$ cat src/rtl/ace_vram_arbiter_pkg.sv
// Shared constants and state encoding for the Jupiter Ace video/character RAM arbiter.
package ace_mem_pkg;

    localparam logic [3:0] ACE_VRAM_PAGE    = 4'h2;
    localparam int         ACE_CHARSET_BIT  = 11;
    localparam int         ACE_NOWAIT_BIT   = 10;
    localparam logic [7:0] ACE_CPU_DI_RESET = 8'hFF;

    localparam logic [1:0] ST_IDLE  = 2'd0;
    localparam logic [1:0] ST_RDATA = 2'd1;
    localparam logic [1:0] ST_DONE  = 2'd2;

    typedef enum logic [1:0] {
        VRAM_IDLE  = ST_IDLE,
        VRAM_RDATA = ST_RDATA,
        VRAM_DONE  = ST_DONE
    } vram_state_e;

endpackage

$ cat src/rtl/ace_vram_arbiter_if.sv
// CPU bus, video fetch and RAM port bundle seen by the VRAM arbiter.
interface ace_vram_if #(
    parameter int RAM_AW = 11
);
    logic [15:0]       cpu_a;
    logic              cpu_mreq_n;
    logic              cpu_rd_n;
    logic              cpu_wr_n;
    logic [7:0]        cpu_do;
    logic [7:0]        cpu_di;
    logic              cpu_sel;
    logic              cpu_wait_n;
    logic              vid_active;
    logic              vid_req;
    logic [RAM_AW-1:0] vid_addr;
    logic              vid_ack;
    logic              vid_valid;
    logic [7:0]        vid_data;
    logic [RAM_AW-1:0] ram_addr;
    logic              ram_we;
    logic [7:0]        ram_wdata;
    logic [7:0]        ram_rdata;

    modport slave (
        input  cpu_a, cpu_mreq_n, cpu_rd_n, cpu_wr_n, cpu_do,
        output cpu_di, cpu_sel, cpu_wait_n,
        input  vid_active, vid_req, vid_addr,
        output vid_ack, vid_valid, vid_data,
        output ram_addr, ram_we, ram_wdata,
        input  ram_rdata
    );

    modport master (
        output cpu_a, cpu_mreq_n, cpu_rd_n, cpu_wr_n, cpu_do,
        input  cpu_di, cpu_sel, cpu_wait_n,
        output vid_active, vid_req, vid_addr,
        input  vid_ack, vid_valid, vid_data,
        input  ram_addr, ram_we, ram_wdata,
        output ram_rdata
    );

endinterface

$ cat src/rtl/ace_vram_arbiter_decode.sv
// Combinational decode of CPU memory cycles in the 0x2000-0x2FFF VRAM page.
module ace_vram_decode
    import ace_mem_pkg::*;
#(
    parameter int RAM_AW = 11
) (
    input  logic [15:0]       cpu_a,
    input  logic              cpu_mreq_n,
    input  logic              cpu_rd_n,
    input  logic              cpu_wr_n,
    output logic              hit,
    output logic              contended,
    output logic [RAM_AW-1:0] ram_addr
);

    assign hit       = (cpu_a[15:12] == ACE_VRAM_PAGE) && !cpu_mreq_n && (!cpu_rd_n || !cpu_wr_n);
    assign contended = !cpu_a[ACE_NOWAIT_BIT];

    // Bit 10 only selects the no-wait mirror, so it is dropped from the RAM address.
    assign ram_addr  = RAM_AW'({cpu_a[ACE_CHARSET_BIT], cpu_a[9:0]});

endmodule

$ cat src/rtl/ace_vram_arbiter.sv
// Single-port VRAM arbiter: video fetches have strict priority, CPU cycles are
// stretched with cpu_wait_n until their one RAM access has completed.
module ace_vram_arbiter
    import ace_mem_pkg::*;
#(
    parameter int RAM_AW = 11
) (
    input  logic        clk,
    input  logic        reset,
    ace_vram_if.slave   bus
);

    logic              hit;
    logic              contended;
    logic [RAM_AW-1:0] cpu_ram_addr;
    logic              blocked;
    logic              cpu_go;
    logic              vid_grant;
    logic [1:0]        state;
    logic [1:0]        state_nxt;
    logic [7:0]        cpu_di_q;
    logic              ack_q;
    logic [7:0]        vid_data_q;

    ace_vram_decode #(
        .RAM_AW (RAM_AW)
    ) u_decode (
        .cpu_a      (bus.cpu_a),
        .cpu_mreq_n (bus.cpu_mreq_n),
        .cpu_rd_n   (bus.cpu_rd_n),
        .cpu_wr_n   (bus.cpu_wr_n),
        .hit        (hit),
        .contended  (contended),
        .ram_addr   (cpu_ram_addr)
    );

    assign blocked   = hit && contended && bus.vid_active;

    // Grants are gated by reset so an abandoned access can never leak a write.
    assign vid_grant = (state != ST_RDATA) && bus.vid_req && !reset;
    assign cpu_go    = (state == ST_IDLE) && !bus.vid_req && hit && !blocked && !reset;

    always_comb begin
        state_nxt = state;
        case (state)
            ST_IDLE: begin
                if (!bus.vid_req && hit && !blocked)
                    state_nxt = !bus.cpu_wr_n ? ST_DONE : ST_RDATA;
            end
            ST_RDATA: state_nxt = ST_DONE;
            ST_DONE: begin
                if (bus.cpu_mreq_n)
                    state_nxt = ST_IDLE;
            end
            default: state_nxt = ST_IDLE;
        endcase
    end

    always_ff @(posedge clk or posedge reset) begin
        if (reset) begin
            state      <= ST_IDLE;
            cpu_di_q   <= ACE_CPU_DI_RESET;
            ack_q      <= 1'b0;
            vid_data_q <= 8'h00;
        end else begin
            state <= state_nxt;
            ack_q <= vid_grant;
            if (state == ST_RDATA)
                cpu_di_q <= bus.ram_rdata;
            if (ack_q)
                vid_data_q <= bus.ram_rdata;
        end
    end

    assign bus.cpu_sel    = hit;
    assign bus.cpu_wait_n = reset || !(hit && (state != ST_DONE));
    assign bus.cpu_di     = cpu_di_q;

    assign bus.ram_addr   = vid_grant ? bus.vid_addr : cpu_ram_addr;
    assign bus.ram_we     = cpu_go && !bus.cpu_wr_n;
    assign bus.ram_wdata  = bus.cpu_do;

    // The fetched byte is forwarded during the valid pulse and held afterwards.
    assign bus.vid_ack    = vid_grant;
    assign bus.vid_valid  = ack_q;
    assign bus.vid_data   = ack_q ? bus.ram_rdata : vid_data_q;

endmodule

$ cat src/flat_wrapper.sv
// flat-port wrapper written by rule: the top's interface ports become plain ports
module ace_vram_arbiter_flat import ace_mem_pkg::*;
#(
    parameter int RAM_AW = 11
)
  (clk, reset, bus_cpu_a, bus_cpu_mreq_n, bus_cpu_rd_n, bus_cpu_wr_n, bus_cpu_do, bus_cpu_di, bus_cpu_sel, bus_cpu_wait_n, bus_vid_active, bus_vid_req, bus_vid_addr, bus_vid_ack, bus_vid_valid, bus_vid_data, bus_ram_addr, bus_ram_we, bus_ram_wdata, bus_ram_rdata);
  ace_vram_if #(.RAM_AW(RAM_AW)) bus_i ();
  input  logic clk;
  input  logic reset;
  input wire logic [$bits(bus_i.cpu_a)-1:0] bus_cpu_a;
  input wire logic [$bits(bus_i.cpu_mreq_n)-1:0] bus_cpu_mreq_n;
  input wire logic [$bits(bus_i.cpu_rd_n)-1:0] bus_cpu_rd_n;
  input wire logic [$bits(bus_i.cpu_wr_n)-1:0] bus_cpu_wr_n;
  input wire logic [$bits(bus_i.cpu_do)-1:0] bus_cpu_do;
  output wire logic [$bits(bus_i.cpu_di)-1:0] bus_cpu_di;
  output wire logic [$bits(bus_i.cpu_sel)-1:0] bus_cpu_sel;
  output wire logic [$bits(bus_i.cpu_wait_n)-1:0] bus_cpu_wait_n;
  input wire logic [$bits(bus_i.vid_active)-1:0] bus_vid_active;
  input wire logic [$bits(bus_i.vid_req)-1:0] bus_vid_req;
  input wire logic [$bits(bus_i.vid_addr)-1:0] bus_vid_addr;
  output wire logic [$bits(bus_i.vid_ack)-1:0] bus_vid_ack;
  output wire logic [$bits(bus_i.vid_valid)-1:0] bus_vid_valid;
  output wire logic [$bits(bus_i.vid_data)-1:0] bus_vid_data;
  output wire logic [$bits(bus_i.ram_addr)-1:0] bus_ram_addr;
  output wire logic [$bits(bus_i.ram_we)-1:0] bus_ram_we;
  output wire logic [$bits(bus_i.ram_wdata)-1:0] bus_ram_wdata;
  input wire logic [$bits(bus_i.ram_rdata)-1:0] bus_ram_rdata;
  assign bus_i.cpu_a = bus_cpu_a;
  assign bus_i.cpu_mreq_n = bus_cpu_mreq_n;
  assign bus_i.cpu_rd_n = bus_cpu_rd_n;
  assign bus_i.cpu_wr_n = bus_cpu_wr_n;
  assign bus_i.cpu_do = bus_cpu_do;
  assign bus_cpu_di = bus_i.cpu_di;
  assign bus_cpu_sel = bus_i.cpu_sel;
  assign bus_cpu_wait_n = bus_i.cpu_wait_n;
  assign bus_i.vid_active = bus_vid_active;
  assign bus_i.vid_req = bus_vid_req;
  assign bus_i.vid_addr = bus_vid_addr;
  assign bus_vid_ack = bus_i.vid_ack;
  assign bus_vid_valid = bus_i.vid_valid;
  assign bus_vid_data = bus_i.vid_data;
  assign bus_ram_addr = bus_i.ram_addr;
  assign bus_ram_we = bus_i.ram_we;
  assign bus_ram_wdata = bus_i.ram_wdata;
  assign bus_i.ram_rdata = bus_ram_rdata;
  ace_vram_arbiter #(.RAM_AW(RAM_AW)) u_core (.clk(clk), .reset(reset), .bus(bus_i));
endmodule
$ cat config.mk
export PLATFORM = sky130hd
export DESIGN_NAME = ace_vram_arbiter_flat
export DESIGN_NICKNAME = d
export VERILOG_FILES = /design/src/rtl/ace_vram_arbiter_pkg.sv /design/src/rtl/ace_vram_arbiter_if.sv /design/src/rtl/ace_vram_arbiter_decode.sv /design/src/rtl/ace_vram_arbiter.sv /design/src/flat_wrapper.sv
export SDC_FILE = /design/constraint.sdc
export NUM_CORES = 1
export LEC_CHECK = 0
export ABC_AREA = 1
export CORE_MARGIN = 5
export CORE_UTILIZATION = 50
export DETAILED_ROUTE_END_ITERATION = 10
export DONT_BUFFER_PORTS = 1
export PLACE_DENSITY_LB_ADDON = 0.1
export SLEW_MARGIN = 10
export SYNTH_ARGS = -nofsm -noshare
export SYNTH_HDL_FRONTEND = slang
export SYNTH_SLANG_ARGS = --single-unit
$ cat constraint.sdc
create_clock -name clk -period 1 [get_ports clk]
set_input_delay 0 -clock clk [delete_from_list [all_inputs] [get_ports clk]]
set_output_delay 0 -clock clk [all_outputs]
set_load 0.05 [all_outputs]
==> results of run 1 <==
cells in the mapped netlist (all sizes together):
cell   number  share of area, %
a21oi       7               3.4
nand2      53                20
inv        15               6.0
dfrtp      11                27
buf        12               9.4
nor2       14               5.9
o21ai       7               3.4
nand3       3               1.5
mux2        2               2.2
dfstp       8                21
logic make-up after synthesis:
family	after synthesis	synth area share (%)
and+or+nand+nor	70	27.71
muxes	2	2.217
AOI/OAI and AO/OA	14	6.896
DFF	19	47.78
buffers and inverters	27	15.39
stage by stage:
step	util (%)	cell area (um^2)	worst slack, ns
global placement	85.31	1657	-0.05232
detailed placement	85.31	1657	-0.09542
floorplan	-	1339	-0.2817
==> flow_summary.ini, run 1 <==
[die]
initial_utilization_pct = 52.32
chipHeight_um = 55.08
die_x_um = 55.08
ios = 90
placement_rows = 16

[place]
placed_cells_incl_taps = 179
dp.final_hpwl_mm = 2.440
io_buffers = 0
place_congestion = 0.6662

[clock_network]
cts_inserted_buffers = 3
cts_resized = 55
post_cts_hold_buffer_count = 12
clockRootBuffer = sky130_fd_sc_hd__clkbuf_4
clkSinkCount = 19
clockBufferDepth = 2
cts.htree.levels = 1
post_cts_buffers = 6

[logic_synthesis]
syn_area_per_cell_um2 = 7.697
yosysSeqAreaShare_pct = 47.78
ys_types = 17
post_synth_inst_count = 132
synth.ff_latch_count = 19
yosys_warnings = 0
synthesis.area_mm2 = 0.001016
number_of_nets_in_the_synthesized_netlist = 182

[outcome]
stop_stage = clock tree synthesis
toolErrorMsg = [ERROR DPL-0038] Utilization greater than 100%, impossible to legalize
status = did not finish
==> run 2: changes to the inputs <==
Settings changed: CORE_AREA set to 5 5 66 68, CORE_MARGIN 5 to unset, CORE_UTILIZATION 50 to unset, DIE_AREA set to 0 0 71 73, PLACE_DENSITY_LB_ADDON 0.1 to 0.15.
Clock period 1 ns to 1.3 ns, I/O delays scaled along.
==> flow_summary.ini, run 2 <==
[logic_synthesis]
ys_types = 17
post_synth_edffs = 0
ys_async_sr_fraction_pct = 100.0
yosysSeqAreaShare_pct = 47.78
post_synth_inst_count = 132
yosys.area.top_type_share_pct = 27.09
ys_top_cells_by_count = sky130_fd_sc_hd__nand2_1 (52), sky130_fd_sc_hd__nor2_1 (13), sky130_fd_sc_hd__inv_1 (12), sky130_fd_sc_hd__dfrtp_1 (11), sky130_fd_sc_hd__buf_4 (9)
post-synth-top-count-cell = sky130_fd_sc_hd__nand2_1
number_of_nets_in_the_synthesized_netlist = 182
synth_top_flop_cell = sky130_fd_sc_hd__dfrtp_1
synth.ff_latch_count = 19
yosys_warnings = 0
syn_area_per_cell_um2 = 7.697
yosys.area.top_type = sky130_fd_sc_hd__dfrtp_1
netlist_top_cells_area = sky130_fd_sc_hd__dfrtp_1 (27%), sky130_fd_sc_hd__dfstp_2 (21%), sky130_fd_sc_hd__nand2_1 (19%), sky130_fd_sc_hd__buf_4 (6.7%), sky130_fd_sc_hd__nor2_1 (4.8%)
synthesis.area_mm2 = 0.001016

[detailed_routing]
wl_mm = 3.371
initialDrtViolationCount = 40
drcViolationCount = 0
detail-route-antenna-nets = 0
via_per_inst = 4.544
number_of_detailed_routing_iterations_run_before_antenna_repair = 4
via_count = 1077
post_detailed_route_wirelength_per_cell_um = 14.22

[final_layout]
areaGrowthSynthToFinish_pct = 105.9
stdcell_area_mm2 = 0.002092
final_cell_mix = sky130_fd_sc_hd__nand2_1 (30), sky130_fd_sc_hd__buf_4 (25), sky130_fd_sc_hd__buf_12 (21)
post_route_cells_drive_above_1_share_pct = 58.29
multi_input_area_um2 = 640.6
filler_cell_count = 334
fin_nets = 238
antennaDiodeCount = 0
layout.cells.non_filler = 237
ff_latch_area_um2 = 486.7
layout.cells.most_common = sky130_fd_sc_hd__nand2_1

[grt]
overflow = 0
antenna_found_initial = 0
grt_first_pass_wirelength_mm = 5.216
gr-usage-all-layers_pct = 12.25
grt_start_max_net_pins = 20
first_global_vias = 1164

[critical_path]
crit_path_cell_trace = nor2_4, inv_4, nand2_8, clkinv_8, nand2_4, nand2_4, buf_12
cp_slowest_cell = sky130_fd_sc_hd__dfrtp_1
crit_path_max_incr_delay_ns = 0.41
critPathKind = reg2out
cp.required_ns = 1.30
endpoint_kind = output port
worst-path-max-fanout = 7
reg2reg_setup_slack_ns = 0.04
path_common_cell = sky130_fd_sc_hd__nand2_4
worst-endpoint-arrival_ns = 1.38
worstSetupStartpointType = flip-flop

[power]
power.ir.vdd_worst_mv = 0.3946
power_report.internal_total_uw = 1347
static-leakage-power_uw = 0.0009909
seq_power_share_pct = 33.5
combinationalPowerShare_pct = 48.1
power.net_switching_uw = 837.4
p_per_area_mw_per_mm2 = 1044
post_layout_power_uw = 2184
p_sw_share_pct = 38.34
clock_network_fraction_of_design_power_pct = 18.4

[die]
die_area_mm2 = 0.005183
chipHeight_um = 73
initial_utilization_pct = 26.75
die_x_um = 71
core_region_area_mm2 = 0.003799
ios = 90
placement_rows = 23

[place]
detailed_place.area_mm2 = 0.001575
placed_cells_incl_taps = 204
dp.final_hpwl_mm = 2.228
io_buffers = 0
place_congestion = 0.8345
pre_cts_slack_ns = 0.1455

[sta]
post_layout_min_period_ns = 1.377
timing.final.max_slew_violations = 0
worst_hold_slack_ns = 0.00002201
final-hold-violation-count = 0
unrepaired_setup_endpoints_after_global_routing = true
timing.final.crit_share_pct = 105.9
fin_worst_skew_ns = 0.002323
max_clock_freq_mhz = 726.3
final_critical_path_setup_slack_ns = -0.07691
max_slew.worst_pin.slew_ns = 0.5829
maxSlewHeadroom_pct = 61.00
setup_viol = 11

[clock_network]
clkSinkCount = 19
clockBufferDepth = 2
clock_latency_late_sink_ns = 0.25
clockRootBuffer = sky130_fd_sc_hd__clkbuf_8
cts_tree = yes
cts_inserted_buffers = 3
clkSlewWorstSetupHoldPaths_ns = 0.07
cts.htree.levels = 1

[worst_hold_path]
worst_min_delay_path_class = in2out

[outcome]
failing_checks = setup timing
status = complete, but fails checks

[job]
maxCapViolations = 0
## run 2: cell counts after synthesis
No cell type changed its count.
## run 2: cells by family (layout without fill, tap and decap cells)
family / after synthesis / in the layout / synth area share (%)
DFF: 19 / 19 / 47.78
buffers and inverters: 27 / 81 / 15.39
muxes: 2 / 2 / 2.217
and+or+nand+nor: 70 / 71 / 27.71
AOI/OAI and AO/OA: 14 / 14 / 6.896
## run 2: worst paths after layout
check	startpoint	endpoint	cells after the start
worst min register to register	u_core.bus.cpu_di[5]	u_core.bus.cpu_di[5]	2
worst max-delay path	u_core.state[1]	bus_ram_addr[6]	7
worst max register to register	u_core.state[1]	u_core.state[1]	7
min in group asynchronous	reset	u_core.vid_data_q[5]	3
max in group asynchronous	reset	u_core.bus.cpu_di[2]	3
worst min-delay path	bus_cpu_do[2]	bus_ram_wdata[2]	0
## run 2: worst max-delay path: cells and delay by family (launching register included)
family / cells / cell delay, ns
buf+inv: 3 / 0.31
simple gates: 4 / 0.41
flops: 1 / 0.41
## run 2: repair_timing
action | CTS | global route
gates resized for setup | 24 | 32
hold buffers | 13 | 0
setup buffers | 7 | 6
hold endpoints to repair | 37 | 0
gates cloned | 2 | 1
pin swaps | 5 | 11
endpoints found under the setup margin | 13 | 20
## run 2: per-stage QoR
step / util [%] / setup TNS (ns)
3_3_place_gp: 41.47 / 0
3_5_place_dp: 41.47 / 0
6_report: 55.07 / -0.6467
4_1_cts: 49.87 / -0.4691
2_1_floorplan: - / -0.04603
5_1_grt: 55.07 / -1.782
## run 2: routing by layer
layer / global-route usage, % / part of all wire [%]
met1: 13.83 / 37
met2: 22.04 / 52
met3: 1.653 / 8.2
met4: 7.098 / 2.5
met5: 0 / 0
## run 2: final cells by class
| type | instances | share of cell area [%] |
|---|---|---|
| Timing Repair inverter | 1 | 0.5383 |
| Sequential cell | 19 | 23.27 |
| Tap cell | 50 | 2.990 |
| Multi-Input combinational cell | 87 | 30.62 |
| Timing Repair Buffer | 61 | 37.02 |
| Clock buffer | 4 | 2.153 |
| Inverter | 15 | 3.409 |
## run 2: power groups by stage
stage,clock (uW),combinational [uW],sequential [uW]
after detailed placement,0,922,729
after global placement,0,916,727
after global routing,444,1100,740
final,402,1050,732
after floorplan,0,478,865
after CTS,417,987,720
Note: power is estimated with default switching activity, not from simulation.
